$ cat config.mk
export PLATFORM = sky130hd
export DESIGN_NAME = rtr_vc_flit_type_check
export DESIGN_NICKNAME = d
export VERILOG_FILES = /design/src/rtl/rtr_ftc_pkg.sv /design/src/rtl/rtr_ftc_vc_tracker.sv /design/src/rtl/rtr_vc_flit_type_check.sv
export SDC_FILE = /design/constraint.sdc
export NUM_CORES = 1
export LEC_CHECK = 0
export CORE_ASPECT_RATIO = 1.25
export CORE_MARGIN = 4
export CORE_UTILIZATION = 40
export CTS_BUF_LIST = sky130_fd_sc_hd__clkbuf_8
export CTS_CLUSTER_DIAMETER = 150
export DETAILED_ROUTE_END_ITERATION = 10
export PLACE_DENSITY = 0.68
export SYNTH_ARGS = -nofsm -noshare
export SYNTH_HDL_FRONTEND = slang
export SYNTH_SLANG_ARGS = --single-unit
$ cat constraint.sdc
create_clock -name clk -period 2.48 [get_ports clk]
set_input_delay 0.496 -clock clk [delete_from_list [all_inputs] [get_ports clk]]
set_output_delay 0.496 -clock clk [all_outputs]
set_load 0.01 [all_outputs]
$ cat src/rtl/rtr_ftc_pkg.sv
// rtr_ftc_pkg: shared error codes, per-VC FSM states and width helpers for the flit type checker
package rtr_ftc_pkg;
   typedef enum logic [2:0] {
      ERR_NONE        = 3'd0,
      ERR_BAD_VC      = 3'd1,
      ERR_NO_HEAD     = 3'd2,
      ERR_HEAD_IN_PKT = 3'd3,
      ERR_LONG        = 3'd4,
      ERR_SHORT       = 3'd5
   } err_code_e;
   typedef enum logic {ST_IDLE, ST_PKT} vc_state_e;
   localparam int code_w = 3;
   function automatic int clog2(input int v);
      int r = 0;
      while ((1 << r) < v) r++;
      return r;
   endfunction
   function automatic int vc_w(input int n);
      return (clog2(n) < 1) ? 1 : clog2(n);
   endfunction
endpackage

$ cat src/rtl/rtr_ftc_vc_tracker.sv
// rtr_ftc_vc_tracker: head/body/tail ordering and length tracking for a single VC
module rtr_ftc_vc_tracker
   import rtr_ftc_pkg::*;
#(
   parameter int min_flits = 1,
   parameter int max_flits = 8,
   localparam int cw = clog2(max_flits + 2)
) (
   input  logic              clk,
   input  logic              reset,
   input  logic              sel,
   input  logic              upd,
   input  logic              head,
   input  logic              tail,
   output logic [code_w-1:0] code
);
   localparam logic [cw:0]   n_max = (cw + 1)'(max_flits);
   localparam logic [cw:0]   n_lim = (cw + 1)'(max_flits + 1);
   localparam logic [cw:0]   n_min = (cw + 1)'(min_flits);
   localparam logic [cw-1:0] c_lim = cw'(max_flits + 1);
   localparam logic [cw-1:0] c_one = cw'(1);
   localparam bit            one_short = min_flits > 1;
   vc_state_e     state, state_nx;
   logic [cw-1:0] cnt, cnt_nx;
   logic          long_seen, long_nx;
   logic [cw:0]   n;
   assign n = {1'b0, cnt} + (cw + 1)'(1);
   // classify the current flit and derive next per-VC state
   always_comb begin
      code     = ERR_NONE;
      state_nx = state;
      cnt_nx   = cnt;
      long_nx  = long_seen;
      if (sel && head) begin
         code     = (state == ST_PKT) ? ERR_HEAD_IN_PKT : (tail && one_short) ? ERR_SHORT : ERR_NONE;
         state_nx = tail ? ST_IDLE : ST_PKT;
         cnt_nx   = tail ? '0 : c_one;
         long_nx  = 1'b0;
      end else if (sel && state == ST_IDLE) begin
         code = ERR_NO_HEAD;
      end else if (sel && tail) begin
         code     = (n > n_max && !long_seen) ? ERR_LONG : (n < n_min) ? ERR_SHORT : ERR_NONE;
         state_nx = ST_IDLE;
         cnt_nx   = '0;
         long_nx  = 1'b0;
      end else if (sel) begin
         code    = (n == n_lim && !long_seen) ? ERR_LONG : ERR_NONE;
         cnt_nx  = (n > n_lim) ? c_lim : n[cw-1:0];
         long_nx = long_seen | (n == n_lim);
      end
   end
   // per-VC state register, frozen unless this VC owns an accepted flit
   always_ff @(posedge clk or negedge reset) begin
      if (!reset) begin
         state     <= ST_IDLE;
         cnt       <= '0;
         long_seen <= 1'b0;
      end else if (upd) begin
         state     <= state_nx;
         cnt       <= cnt_nx;
         long_seen <= long_nx;
      end
   end
endmodule

$ cat src/rtl/rtr_vc_flit_type_check.sv
// rtr_vc_flit_type_check: per-VC flit framing monitor with sticky first-error capture; RTR_VC_FLIT_TYPE_CHECK_ERR_COUNT_EN adds error_count
module rtr_vc_flit_type_check
   import rtr_ftc_pkg::*;
#(
   parameter int num_vcs     = 4,
   parameter int min_flits   = 1,
   parameter int max_flits   = 8,
   parameter int count_width = 16,
   localparam int vw = vc_w(num_vcs)
) (
   input  logic                   clk,
   input  logic                   reset,
   input  logic                   active,
   input  logic                   flit_valid,
   input  logic                   flit_head,
   input  logic                   flit_tail,
   input  logic [num_vcs-1:0]     flit_sel_ovc,
   input  logic                   error_clear,
`ifdef RTR_VC_FLIT_TYPE_CHECK_ERR_COUNT_EN
   output logic [count_width-1:0] error_count,
`endif
   output logic                   error,
   output logic [code_w-1:0]      error_code,
   output logic [vw-1:0]          error_vc,
   output logic [num_vcs-1:0]     sticky_error,
   output logic [code_w-1:0]      first_error_code,
   output logic [vw-1:0]          first_error_vc
);
   logic              onehot;
   logic [code_w-1:0] vc_code [num_vcs];
   logic [code_w-1:0] or_code;
   logic [vw-1:0]     idx;
   err_code_e         ecode;
   assign onehot = (|flit_sel_ovc) && ~|(flit_sel_ovc & (flit_sel_ovc - num_vcs'(1)));
   for (genvar i = 0; i < num_vcs; i++) begin : g_vc
      logic sel;
      assign sel = flit_valid && onehot && flit_sel_ovc[i];
      rtr_ftc_vc_tracker #(.min_flits(min_flits), .max_flits(max_flits)) u_trk (
         .clk   (clk),
         .reset (reset),
         .sel   (sel),
         .upd   (sel && active),
         .head  (flit_head),
         .tail  (flit_tail),
         .code  (vc_code[i])
      );
   end
   // only the selected tracker reports a code, so OR-reduce them and encode the VC index
   always_comb begin
      or_code = '0;
      idx     = '0;
      for (int i = 0; i < num_vcs; i++) begin
         or_code = or_code | vc_code[i];
         if (flit_sel_ovc[i]) idx = vw'(i);
      end
      ecode      = !flit_valid ? ERR_NONE : !onehot ? ERR_BAD_VC : err_code_e'(or_code);
      error      = ecode != ERR_NONE;
      error_code = ecode;
      error_vc   = (error && onehot) ? idx : '0;
   end
   // sticky bits and first-error capture; a new error beats a simultaneous clear
   always_ff @(posedge clk or negedge reset) begin
      if (!reset) begin
         sticky_error     <= '0;
         first_error_code <= ERR_NONE;
         first_error_vc   <= '0;
      end else if (active) begin
         sticky_error <= (error_clear ? '0 : sticky_error) | ((error && onehot) ? flit_sel_ovc : '0);
         if (error && (error_clear || first_error_code == ERR_NONE)) begin
            first_error_code <= error_code;
            first_error_vc   <= error_vc;
         end else if (error_clear) begin
            first_error_code <= ERR_NONE;
            first_error_vc   <= '0;
         end
      end
   end
`ifdef RTR_VC_FLIT_TYPE_CHECK_ERR_COUNT_EN
   logic [count_width-1:0] cnt_base;
   assign cnt_base = error_clear ? '0 : error_count;
   // saturating error counter, restarts from the clear value when cleared
   always_ff @(posedge clk or negedge reset) begin
      if (!reset) error_count <= '0;
      else if (active && (error || error_clear)) error_count <= (error && ~&cnt_base) ? cnt_base + count_width'(1) : cnt_base;
   end
`endif
`ifndef SYNTHESIS
   // simulation-only error trace
   always @(posedge clk) begin
      if (reset && error) $display("%m: flit error %s on vc %0d", ecode.name(), error_vc);
   end
`endif
endmodule

==> impl_metrics.env <==
export IMPL_area_growth_pct=64.25
export IMPL_timing_hold_ws_ns=0.4862
export IMPL_synth_async_reset_ratio_pct=100.0
export IMPL_fillers=484
export IMPL_antenna_cells=0
export IMPL_drt_wl_total_mm=9.109
export IMPL_fin_ws_ns=-0.4913
export IMPL_drtPass1Iterations=5
export IMPL_antenna_left=0
export IMPL_vias=3114
export IMPL_yosys_most_used_dff="dfrtp_1"
export IMPL_die_y_um=99.05
export IMPL_final_period_utilization_pct=119.8
export IMPL_critical_path_class="register to output pin"
export IMPL_syn_avg_cell_area_um2=8.289
export IMPL_drive_gt1_share_pct=45.47
export IMPL_wl_per_cell_um=16.27
export IMPL_clock_skew_ns=0.003057
export IMPL_grt_busiest_layer="met2"
export IMPL_syn_cell_area_um2=2653
export IMPL_postSynthCellCount=320
export IMPL_yosysTopAreaCellShare_pct=31.13
export IMPL_whs_endpoint="sticky_error[3]"
export IMPL_setup_viol=5
export IMPL_violations="negative setup slack"
export IMPL_use_met3_pct=3.656
export IMPL_crit_path_top_delay_cell="o41ai_4"
export IMPL_end_kind="output pin"
export IMPL_drv_slew=0
export IMPL_tightest_slew_ns=0.5175
export IMPL_cpMostUsedCell="buf_6"
export IMPL_cts_sinks=33
export IMPL_crit_family="compound AO/OA/AOI/OAI gates"
export IMPL_worstPathCellList="ha_4 > and3b_1 > o21ai_2 > buf_6 > o221ai_2 > o41ai_4 > nand3_4 > nor2_4 > buf_6 > nor2_4 > buf_6"
export IMPL_leakagePower_nw=2.047
export IMPL_place_ws_ns=-1.004
export IMPL_synth_area_leader_cell="dfrtp_1"
export IMPL_ys_ff_latch=33
export IMPL_drv_cap=0
export IMPL_cts_max_path_buffers=2
export IMPL_start_util_pct=41.93
export IMPL_avgViaCountPerCell=5.561
export IMPL_crit_path_start="g_vc[2].u_trk.cnt[1]"
export IMPL_max_stage_delay_ns=0.45
export IMPL_p_per_area_nw_per_um2=506.0
export IMPL_io_pins=26
export IMPL_grt_pass1_wl_mm=13.54
export IMPL_final_nets=497
export IMPL_status="finished with violations"
export IMPL_final_common_cell="buf_4"
export IMPL_ys_warn_count=0
export IMPL_fin_util_pct=68.87
export IMPL_port_buffers=25
export IMPL_grt_antenna_before_repair=0
export IMPL_relSlewSlack_pct=65.14
export IMPL_final_cell_mix="buf_4 (122), nand2_1 (31), dfrtp_1 (30)"
export IMPL_drtIter0Drc=173
export IMPL_fmax_mhz=336.6
export IMPL_vdd_drop_max_uv=248.2
export IMPL_final_area_um2=4357
export IMPL_ff2ff_setup_slack_ns=0
export IMPL_place_inst=524
export IMPL_hold_depth=2
export IMPL_arrival_ns=2.48
export IMPL_r2r_start="g_vc[2].u_trk.cnt[1]"
export IMPL_grt_max_degree=34
export IMPL_dp_hpwl_mm=5.867
export IMPL_power_mw=2.205
export IMPL_period_minus_slack_ns=2.971
export IMPL_clk_pin_slew_worst_paths_ns=0.07
export IMPL_worstPathRequired_ns=1.98
export IMPL_path_max_fanout=4
export IMPL_synth_seq_area_share_pct=31.13
export IMPL_synth_edff_count=0
export IMPL_reg2regPathDepth=11
export IMPL_hold_path_startpoint="sticky_error[3]"
export IMPL_grt_total_usage_pct=21.06
export IMPL_htree_num_levels=2
export IMPL_die_x_um=80.84
export IMPL_gp_congestion=0.8079
export IMPL_clk_latency_ns=0.29
export IMPL_stdcell_count=560
export IMPL_reg2reg_to="first_error_vc[0]"
export IMPL_synth_nets=343
export IMPL_critPathBufInv=3
export IMPL_core_area_um2=6326
export IMPL_die_area_um2=8006
export IMPL_rows=32
export IMPL_hold_viol=0
export IMPL_met2_usage_pct=37.89
export IMPL_min_path_type="register to register"
export IMPL_tns_ns=-2.058
export IMPL_synth_area_top_cells="dfrtp_1 (31%), ha_1 (5.7%), o21ai_0 (4.7%)"
export IMPL_cts_buffers=5
export IMPL_cts_tree="yes"
export IMPL_holdBufCountCts=0
export IMPL_postPlaceCellArea_um2=3765
export IMPL_root_buffer="clkbuf_8"
export IMPL_rsz0062_at_grt="yes"
export IMPL_startpoint_type="register"
export IMPL_drc=0
export IMPL_synthDistinctLibCells=66
export IMPL_grtUsageMet1_pct=24.91
export IMPL_grt_pass1_vias=3029
export IMPL_overflow=0
-- final cells by class --
type / count / area (µm²) / area share (%)
tap: 85 / 106.4 / 2.441
clock inverter: 3 / 11.26 / 0.2585
multi-input combinational: 257 / 1953 / 44.83
timing repair buffer: 162 / 1331 / 30.56
inverter: 15 / 56.30 / 1.292
sequential: 33 / 829.5 / 19.04
clock buffer: 5 / 68.82 / 1.580
-- cell usage after synthesis (2+ instances only) --
cell type	number
nand3b_1	2
nor4bb_1	2
a2bb2oi_1	2
nor2_1	33
ha_1	12
clkbuf_1	8
a32oi_1	2
o211ai_1	4
o32ai_1	3
nand2_1	32
inv_1	14
o221ai_1	2
nand2b_1	9
and3b_1	7
nand4_1	3
o21ai_1	4
and3_1	6
and2_1	3
a22o_1	2
mux2i_1	3
o21a_1	3
a21o_1	4
dfrtp_1	33
nor3_1	3
a31oi_1	12
buf_4	2
buf_2	3
o22ai_1	3
o21ai_0	25
and4b_1	2
o31ai_1	5
or2_2	2
nor3b_1	4
nor2b_1	11
nand3_1	9
o311ai_0	2
a21oi_1	15
-- state kept, by name, indices dropped and copies added, names as in the netlist --
register	count
g_vc.u_trk.cnt	16
g_vc.u_trk.long_seen	4
g_vc.u_trk.state	4
sticky_error	4
first_error_code	3
first_error_vc	2
-- metal layers --
layer / vias up / routed length (µm)
met1: 1522 / 3562
met2: 83 / 5101
li1: 1494 / -
met5: - / 0
met4: 0 / 151
met3: 15 / 293
-- cells by family (layout without fill, tap and decap cells) --
| logic type | count (synthesis) | after routing | synth area share, % |
|---|---|---|---|
| AO/OA/AOI/OAI | 105 | 105 | 28.21 |
| adder cells (fa/ha/maj) | 12 | 12 | 5.660 |
| buffers and inverters | 30 | 185 | 4.952 |
| flip-flops | 33 | 33 | 31.13 |
| multiplexers | 3 | 3 | 1.132 |
| AND/OR/NAND/NOR | 137 | 137 | 28.92 |
-- worst reg2reg max path: cells and delay by family (launching register included) --
kind	cells	cell delay, ns
AO/OA/AOI/OAI	4	0.86
flip-flops	1	0.44
buffers and inverters	3	0.40
AND/OR/NAND/NOR	2	0.30
multiplexers	1	0.21
adder cells (fa/ha/maj)	1	0.18
-- what timing repair did --
action / in CTS / in global routing
cloned: 1 / 1
pin swaps: 21 / 23
endpoints found under the setup margin: 13 / 12
setup buffers: 23 / 9
gates resized for setup: 85 / 46
-- power breakdown --
group | switching (mW) | internal [mW]
combinational | 0.511 | 0.613
clock | 0.211 | 0.187
sequential | 0.0707 | 0.612
-- worst max-delay path by stage --
stage,to,slack [ns],cells after the start
floorplan,error_vc[0],-0.03,8
global placement,error_vc[0],-0.93,10
detailed placement,error_vc[0],-1.00,10
CTS,error_vc[0],-0.48,10
global route,error_vc[0],-0.59,12
finish,error_vc[0],-0.49,11
Note: power is estimated with default switching activity, not from simulation.
